File: config.mk
export PLATFORM = sky130hd
export DESIGN_NAME = stmt_check_arbiter
export DESIGN_NICKNAME = d
export VERILOG_FILES = /design/src/rtl/stmt_check_pkg.sv /design/src/rtl/stmt_check_arbiter_rr_arb2.sv /design/src/rtl/stmt_check_arbiter.sv
export SDC_FILE = /design/constraint.sdc
export NUM_CORES = 1
export LEC_CHECK = 0
export ABC_AREA = 0
export CORE_ASPECT_RATIO = 0.9
export CORE_MARGIN = 2
export CORE_UTILIZATION = 45
export CTS_BUF_LIST = sky130_fd_sc_hd__clkbuf_8
export DETAILED_ROUTE_END_ITERATION = 12
export HOLD_SLACK_MARGIN = 0.1
export PLACE_DENSITY = 0.77
export SLEW_MARGIN = 40
export SYNTH_ARGS = -nofsm -noshare
export SYNTH_HDL_FRONTEND = slang
export SYNTH_SLANG_ARGS = --single-unit
File: constraint.sdc
create_clock -name clk -period 3 [get_ports clk]
set_input_delay 0.6 -clock clk [delete_from_list [all_inputs] [get_ports clk]]
set_output_delay 0.6 -clock clk [all_outputs]
set_load 0.05 [all_outputs]
File: src/rtl/stmt_check_pkg.sv
// Shared types and constants for the statement-check arbiter.
// Optional statistics counters are enabled with the STMT_CHECK_STATS_EN macro.
package stmt_check_pkg;

  typedef enum logic [1:0] {
    IDLE,
    FWD,
    WAIT,
    SAMPLE
  } state_t;

  // Source identifier: 0 = S0, 1 = S1.
  typedef logic src_t;

  localparam logic [7:0] CHAR_SEMI  = 8'h3B;
  localparam logic [7:0] CHAR_SPACE = 8'h20;

  function automatic logic [15:0] sat_inc16(input logic [15:0] v);
    return (v == 16'hFFFF) ? v : v + 16'd1;
  endfunction

endpackage

File: src/rtl/stmt_check_arbiter_rr_arb2.sv
// Two-way round-robin pick: a lone requester always wins, a tie goes to the
// source that was not granted last.
module rr_arb2
  import stmt_check_pkg::*;
(
  input  logic [1:0] i_req,
  input  src_t       i_last,
  output logic       o_any,
  output src_t       o_pick
);

  always_comb begin
    o_any = |i_req;
    case (i_req)
      2'b01:   o_pick = 1'b0;
      2'b10:   o_pick = 1'b1;
      default: o_pick = ~i_last;
    endcase
  end

endmodule

File: src/rtl/stmt_check_arbiter.sv
// Grants one of two char streams a whole ';'-terminated statement on a shared
// checker and returns a tagged verdict. STMT_CHECK_STATS_EN adds result counters.
module stmt_check_arbiter
  import stmt_check_pkg::*;
#(
  parameter int         TIMEOUT   = 16,
  parameter logic [7:0] IDLE_CHAR = CHAR_SPACE
) (
  input  logic       clk,
  input  logic       reset,
  input  logic       s0_valid,
  input  logic [7:0] s0_char,
  output logic       s0_ready,
  input  logic       s1_valid,
  input  logic [7:0] s1_char,
  output logic       s1_ready,
  output logic       chk_reset,
  output logic [7:0] chk_in,
  input  logic       chk_out,
  output logic       res_valid,
  output logic       res_src,
  output logic       res_pass,
  output logic       res_timeout,
  output logic       busy,
  output logic [1:0] grant
`ifdef STMT_CHECK_STATS_EN
  ,
  output logic [15:0] pass_cnt,
  output logic [15:0] fail_cnt,
  output logic [15:0] to_cnt
`endif
);

  localparam int TCW = $clog2(TIMEOUT + 1);

  state_t         r_state, w_state_nxt;
  src_t           r_owner, w_owner_nxt;
  src_t           r_last_grant, w_last_nxt;
  logic [TCW-1:0] r_tcnt, w_tcnt_nxt;
  logic           r_to_flag, w_to_nxt;
  logic           r_rst_d;
  logic [7:0]     w_chk_in_nxt;
  logic           w_arb_any;
  src_t           w_arb_pick;
  logic           w_own_valid;
  logic [7:0]     w_own_char;

  rr_arb2 u_arb (
    .i_req  ({s1_valid, s0_valid}),
    .i_last (r_last_grant),
    .o_any  (w_arb_any),
    .o_pick (w_arb_pick)
  );

  assign w_own_valid = r_owner ? s1_valid : s0_valid;
  assign w_own_char  = r_owner ? s1_char  : s0_char;
  assign busy        = (r_state != IDLE);
  assign grant       = (r_state == IDLE) ? 2'b00 : (r_owner ? 2'b10 : 2'b01);

  // NOTE: state registers use non-blocking assignments so every flop samples
  // the pre-edge values regardless of process ordering.
  always_ff @(posedge clk) begin
    if (reset) begin
      r_state      <= IDLE;
      r_owner      <= 1'b0;
      r_last_grant <= 1'b1;
      r_tcnt       <= '0;
      r_to_flag    <= 1'b0;
      chk_in       <= IDLE_CHAR;
      chk_reset    <= 1'b1;
      r_rst_d      <= 1'b1;
    end else begin
      r_state      <= w_state_nxt;
      r_owner      <= w_owner_nxt;
      r_last_grant <= w_last_nxt;
      r_tcnt       <= w_tcnt_nxt;
      r_to_flag    <= w_to_nxt;
      chk_in       <= w_chk_in_nxt;
      // Hold the checker in reset one extra cycle past our own reset.
      chk_reset    <= r_rst_d;
      r_rst_d      <= 1'b0;
    end
  end

  // NOTE: every output of this block gets a default first, so no path can
  // leave a value unassigned and infer a latch.
  always_comb begin
    w_state_nxt  = r_state;
    w_owner_nxt  = r_owner;
    w_last_nxt   = r_last_grant;
    w_tcnt_nxt   = r_tcnt;
    w_to_nxt     = r_to_flag;
    w_chk_in_nxt = IDLE_CHAR;
    s0_ready     = 1'b0;
    s1_ready     = 1'b0;
    res_valid    = 1'b0;
    res_src      = 1'b0;
    res_pass     = 1'b0;
    res_timeout  = 1'b0;

    case (r_state)
      IDLE: begin
        if (w_arb_any) begin
          w_owner_nxt = w_arb_pick;
          w_tcnt_nxt  = '0;
          w_state_nxt = FWD;
        end
      end
      FWD: begin
        s0_ready = (r_owner == 1'b0);
        s1_ready = (r_owner == 1'b1);
        if (w_own_valid) begin
          w_chk_in_nxt = w_own_char;
          w_tcnt_nxt   = '0;
          if (w_own_char == CHAR_SEMI) w_state_nxt = WAIT;
        end else if (r_tcnt == TCW'(TIMEOUT - 1)) begin
          // Stalled too long: terminate the statement on the owner's behalf.
          w_chk_in_nxt = CHAR_SEMI;
          w_to_nxt     = 1'b1;
          w_tcnt_nxt   = '0;
          w_state_nxt  = WAIT;
        end else begin
          w_tcnt_nxt = r_tcnt + 1'b1;
        end
      end
      WAIT: begin
        w_state_nxt = SAMPLE;
      end
      SAMPLE: begin
        res_valid   = 1'b1;
        res_src     = r_owner;
        res_pass    = chk_out & ~r_to_flag;
        res_timeout = r_to_flag;
        w_last_nxt  = r_owner;
        w_to_nxt    = 1'b0;
        w_state_nxt = IDLE;
      end
      default: w_state_nxt = IDLE;
    endcase
  end

`ifdef STMT_CHECK_STATS_EN
  always_ff @(posedge clk) begin
    if (reset) begin
      pass_cnt <= '0;
      fail_cnt <= '0;
      to_cnt   <= '0;
    end else if (res_valid) begin
      if (res_pass) pass_cnt <= sat_inc16(pass_cnt);
      else          fail_cnt <= sat_inc16(fail_cnt);
      if (res_timeout) to_cnt <= sat_inc16(to_cnt);
    end
  end
`endif

endmodule

==> metrics.log <==
[metrics] result of the run: finished clean
[metrics] post-route design area: 1510 sq um
[metrics] total wirelength of the detailed-routed design: 2440 um
[metrics] root buffer cell: clkbuf_8
[metrics] proportion of total power due to net switching: 43.6%
[metrics] final count of hold timing violations: 0
[metrics] maximum number of pins on one net before global-route repair: 14
[metrics] initial antenna violation count: 0
[metrics] largest vdd supply drop: 0.000557 V
[metrics] overall die width: 55.2 um
[metrics] weighted congestion reported at the end of routability-driven placement: 0.846
[metrics] post-route fraction of the period consumed by the critical path: 88.8%
[metrics] share of synthesized registers carrying an async set or reset: 0%
[metrics] Buffers on Ports: 38
[metrics] worst setup path startpoint: r_state[1]$_SDFFE_PP0P_
[metrics] Worst EP arrival: 2060 ps
[metrics] number of top-level pins: 39
[metrics] proportion of power drawn by flip-flops and latches: 28.8%
[metrics] number of inserted filler cells in the final layout: 172
[metrics] number of global-route vias before repair: 927
[metrics] top post-synthesis cells by area: dfxtp_1 38%, ha_1 9.4%, mux2i_1 7.5%
[metrics] Net Count, Synth: 154
[metrics] summed instance area of the synthesized netlist: 1060 sq um
[metrics] number of instances resized during post-cts repair: 0
[metrics] Max Clock Freq: 375 MHz
[metrics] buffer depth of the longest clock path: 2
[metrics] switching pwr: 0.495 mW
[metrics] largest area contributor in the netlist: dfxtp_1
[metrics] dpl hpwl: 1850 um
[metrics] share of cells above drive strength 1: 4.94%
[metrics] total iterations of the first detailed-routing run: 4
[metrics] R2R Path Start: r_owner$_SDFFE_PP0P_
[metrics] GRT overflow: 0
[metrics] Die Y: 50.1 um
[metrics] hold-fix buffers at CTS: 0
[metrics] Avg Synthesized Cell Area: 8.51 sq um
[metrics] sequential fraction of the synthesis area: 37.6%
[metrics] clock-pin slew reported for the worst setup and hold paths after clock tree synthesis: 70 ps
[metrics] Slew Limit Headroom: 61.3%
[metrics] combinational fraction of design power: 53.5%
[metrics] post-route antenna net violation count: 0
[metrics] final worst path period need: 2660 ps
[metrics] most common library cells after synthesis: 20 x dfxtp_1, 14 x nor2_1, 11 x inv_1
[metrics] Final TNS setup: 0 ps
[metrics] CTS buffer count: 3
[metrics] type of the worst setup path: reg2out
[metrics] placement-stage cell area: 1450 sq um
[metrics] cell internal pwr: 0.641 mW
[metrics] data required time of the critical path: 2400 ps
[metrics] H-tree levels: 1
[metrics] clock tree from TritonCTS: done
[metrics] Post-CTS Setup Bufs: 0
[metrics] CP startpoint kind: flop
[metrics] path category of the worst min-delay check: reg2reg
[metrics] CTS sink count: 20
[metrics] number of synthesis warnings: 0
[metrics] Max Transition Viols Final: 0
[metrics] synthesized flop and latch total: 20
[metrics] Worst Setup End Kind: primary output
[metrics] final setup violation count: 0
[metrics] wire length of the first global-routing pass: 4170 um
[metrics] flip-flop cell with the highest count after synthesis: dfxtp_1
[metrics] leading cell type by number of instances after synthesis: dfxtp_1
[metrics] max capacitance violation total: 0
[metrics] total track usage: 18.9%
[metrics] Unique masters post-synth: 32
[metrics] number of cell rows: 16
[metrics] die area: 2770 sq um
[metrics] routed length per instance: 12.9 um
[metrics] instance count of the mapped netlist: 125
[metrics] total leakage power: 0.600 nW
[metrics] area added between synthesis and finish: 41.9%
[metrics] peak fanout along the critical path: 8
[metrics] Clock Skew: 0.777 ps
[metrics] worst-skew pair later-pin latency: 250 ps
[metrics] unrepaired setup endpoints after global routing: false
[metrics] Avg Vias per Cell: 5.16
[metrics] remaining routing DRC violations: 0
[metrics] slack of the worst reg-to-reg path: 1170 ps
[metrics] Clk pwr share: 17.7%
[metrics] final net count: 192
[metrics] drt first-iter violations: 37
[metrics] Hold Crit Start: r_rst_d$_DFF_P_
[metrics] count of flip-flops with a built-in enable after synthesis: 0
[metrics] power density over the cells: 752 nW/um^2
[metrics] initial core utilization: 48.3%
[metrics] detailed-route via count: 976
[metrics] placeable core region: 2200 sq um
[metrics] diode insertion count for antenna repair: 0
[metrics] actual slew at the worst max-slew pin: 577 ps
[metrics] proportion of netlist area held by the largest area contributor: 37.6%
## final timing paths
check                           endpoint  depth (start not counted)
hold reg to reg     chk_reset$_SDFF_PP1_                          1
hold / removal      chk_reset$_SDFF_PP1_                          1
setup reg to reg  r_tcnt[3]$_SDFFE_PP0P_                          5
setup / recovery                s0_ready                          5
## per-layer routing
| metal | up-vias | track usage, % | share of wire (%) |
|---|---|---|---|
| met2 | 31 | 32.1 | 45 |
| met5 | - | 0 | 0 |
| met1 | 441 | 24.3 | 48 |
| met3 | 4 | 4.72 | 6.5 |
| li1 | 500 | - | - |
| met4 | 0 | 3.66 | 0.70 |
## power by group through the flow
stage          clock network (mW)  logic (mW)  registers (mW)
2_1_floorplan                   0       0.406           0.362
3_3_place_gp                    0       0.591           0.332
3_5_place_dp                    0       0.604           0.334
4_1_cts                     0.206       0.610           0.327
5_1_grt                     0.218       0.662           0.333
6_report                    0.201       0.607           0.327
## layout make-up
type,count,area [sq um],share of cell area (%)
sequential,20,400,26.5
multi-input combinational,88,591,39.1
clock buffer,4,55.1,3.65
tap,27,33.8,2.24
inverter,11,41.3,2.74
timing repair buffer,39,388,25.7
## placed cells by master (no fill, tap or decap), drive strengths merged, types with 2 or more instances in the layout
cell type      netlist  layout
nand4b               3       3
nor3                 2       2
nand2                8       8
dfxtp               20      20
ha                   8       8
or3                  2       2
nand3                5       5
and2                 4       4
a21oi                8       8
clkdlybuf4s50        0      38
mux2i                9       9
inv                 11      11
nor2b                4       4
o21ai                8       8
clkbuf               4       4
nor2                14      14
o211a                2       2
## per-stage QoR
step | hold slack (ps) | worst slack (ps) | total power, mW | util, % | instances
6_report | 409 | 336 | 1.14 | 68.5 | 189
5_1_grt | 449 | 182 | 1.21 | 68.5 | 189
4_1_cts | 410 | 307 | 1.14 | 68.5 | 189
3_5_place_dp | 393 | 414 | 0.938 | 66.0 | 185
3_3_place_gp | 391 | 423 | 0.923 | 66.0 | 185
2_1_floorplan | 389 | 758 | 0.768 | - | 125
## cell families (layout without fill, tap and decap cells)
kind of cell | count (synthesis) | after routing | share of synthesized area (%)
AND/OR/NAND/NOR | 49 | 49 | 24.0
AO/OA/AOI/OAI | 22 | 22 | 12.5
flip-flops | 20 | 20 | 37.6
buffers and inverters | 17 | 54 | 6.82
multiplexers | 9 | 9 | 9.65
adder cells (fa/ha/maj) | 8 | 8 | 9.41
## state kept, by name, indices dropped and copies added (netlist names)
register	cells
r_to_flag	1
r_rst_d	1
r_state	2
r_tcnt	5
r_last_grant	1
chk_in	8
chk_reset	1
r_owner	1
## worst max-delay path: stages, from the launching register on
cell	delay (ps)
dfxtp_1	340
inv_1	110
ha_1	310
inv_1	110
nor2_1	120
clkdlybuf4s50_1	820
Note: power is estimated with default switching activity, not from simulation.
==> RTL edit, RTL diff (same flow settings) <==
Set the parameter `TIMEOUT` to 32 (it was 16).
--- a/src/rtl/stmt_check_arbiter.sv
+++ b/src/rtl/stmt_check_arbiter.sv
@@ -3,7 +3,7 @@
 module stmt_check_arbiter
   import stmt_check_pkg::*;
 #(
-  parameter int         TIMEOUT   = 16,
+  parameter int         TIMEOUT   = 32,
   parameter logic [7:0] IDLE_CHAR = CHAR_SPACE
 ) (
   input  logic       clk,
Function: same outputs for any inputs over 10 cycles, from zero or initial values and one cycle with reset high; that may be too few to reach the edited logic, so the function may still have changed.
==> RTL edit against the original RTL <==
Die area grew 2.3%; final area is 2.6% higher; count of clock-buffer cells in the layout down 1; routed wire length increased by 2.5%; non-clock buffer count grew 1; sequential cell count grew 1; area after synthesis rose by 2.5%; total power is 2.6% higher; largest cell class unchanged; worst setup slack better by 0.070 ns.
==> RTL edit: results (changes against the original RTL) <==
** Route
- The first-iteration detailed-routing DRC count came to 33 (-11%).
- Detailed-route wire length per cell :: 13.1 µm (+1.4%)
- The total via count in the routed design was 990 (+1.4%).

** Placed design
- The placement-stage worst setup slack came to 0.416 ns (+0.00170 ns).
- HPWL after detailed placement :: 1.96 mm (+5.8%)
- The last weighted congestion value of the routability-driven placer came to 0.836 (-1.2%).

** Synthesis
- After synthesis, the cell types taking the most area are sky130_fd_sc_hd__dfxtp_1 39%, sky130_fd_sc_hd__ha_1 9.2%, sky130_fd_sc_hd__mux2i_1 8.3%, sky130_fd_sc_hd__nor2_1 4.1%, sky130_fd_sc_hd__a21oi_1 3.7%.
- Proportion of synthesized chip area in sequential cells :: 0.386 (+0.00929)
- The number of nets in the synthesized netlist is 153 (-0.65%).
- The count of warnings emitted by yosys is 0 (unchanged).
- Distinct cell type count after synthesis :: 36 (+13%)
- Most frequent cells after synthesis :: 21 x sky130_fd_sc_hd__dfxtp_1, 12 x sky130_fd_sc_hd__nor2_1, 9 x sky130_fd_sc_hd__mux2i_1

** Worst setup path
- The depth of the most critical reg-to-reg path came to 7 (+2).
- Critical path fanouts, max :: 1 (-7)
- The signal arrival time at the worst endpoint came to 1.99 ns (-0.07 ns).

** Power and ir drop
- LEAKAGE :: 0.603 nW (+0.42%)
- The maximum vdd ir drop came to 0.000559 V (+0.20%).
- Net switching share of the total power :: 0.442 (+0.00616)

** Global routing
- The global-route total usage across every layer is 0.188 (-0.00115).
- The via count of the first global-routing pass is 940 (+1.4%).
- The maximum number of pins on one net before global-route repair is 19 (+5).
- The wire length of the first global-routing pass is 4.20 mm (+0.67%).

** Timing
- The transition at the pin with the smallest max-transition slack is 0.517 ns (-0.0604 ns).
- Clk_skew :: 0.00278 ns (+0.00200 ns)

** Run status
- Run status :: completed

** Final layout
- The fraction of final layout cells sized beyond drive strength 1 came to 0.0671 (+0.0177).

** CTS
- The post-CTS setup buffer count is 0 (unchanged).
- TritonCTS buffer count :: 3 (unchanged)
[RTL edit: power by group through the flow]
stage          Combinational [mW]  Clock, mW  Sequential (mW)
3_5_place_dp                0.637          0            0.351
3_3_place_gp                0.625          0            0.348
5_1_grt                     0.688      0.200            0.348
2_1_floorplan               0.420          0            0.383
4_1_cts                     0.640      0.193            0.344
6_report                    0.637      0.185            0.343
[RTL edit: critical path: stages]
cell                              delay, ns
sky130_fd_sc_hd__clkdlybuf4s50_1       0.45
sky130_fd_sc_hd__nand2_1               0.05
sky130_fd_sc_hd__nor2_1                0.09
sky130_fd_sc_hd__clkdlybuf4s50_1       0.81
[RTL edit: cell type report]
type,count,area (µm²)
clock inverters,1,5.00
repair buffers,40,395
fillers,179,694
inverters,7,26.3
clock buffers,3,41.3
multi-input cells,92,626
flip-flops and latches,21,420
well taps,27,33.8
[RTL edit: per-stage QoR]
stage	total power [mW]	area [µm²]	instances
2_1_floorplan	0.803	1090	124
3_3_place_gp	0.973	1500	187
3_5_place_dp	0.988	1500	187
4_1_cts	1.18	1550	191
5_1_grt	1.24	1550	191
6_report	1.16	1550	191
[RTL edit: final timing paths]
kind                      startpoint                endpoint  slack [ns]
max                          chk_out                res_pass        0.41
min                  r_rst_d$_DFF_P_    chk_reset$_SDFF_PP1_        0.41
max reg2reg  r_state[0]$_SDFFE_PP0P_  r_tcnt[5]$_SDFFE_PP0P_        1.19
min reg2reg          r_rst_d$_DFF_P_    chk_reset$_SDFF_PP1_        0.41
[RTL edit: metal layers]
| metal | track usage | part of all wire |
|---|---|---|
| met3 | 0.0515 | 0.056 |
| met2 | 0.343 | 0.49 |
| met5 | 0 | 0 |
| met1 | 0.212 | 0.43 |
| met4 | 0.0595 | 0.018 |
[RTL edit: kinds of logic after synthesis]
group	share of synthesized area
AND/OR/NAND/NOR	0.243
AO/OA/AOI/OAI	0.132
flip-flops	0.386
buffers and inverters	0.0402
multiplexers	0.0827
adder cells (fa/ha/maj)	0.0919
XOR/XNOR	0.0241
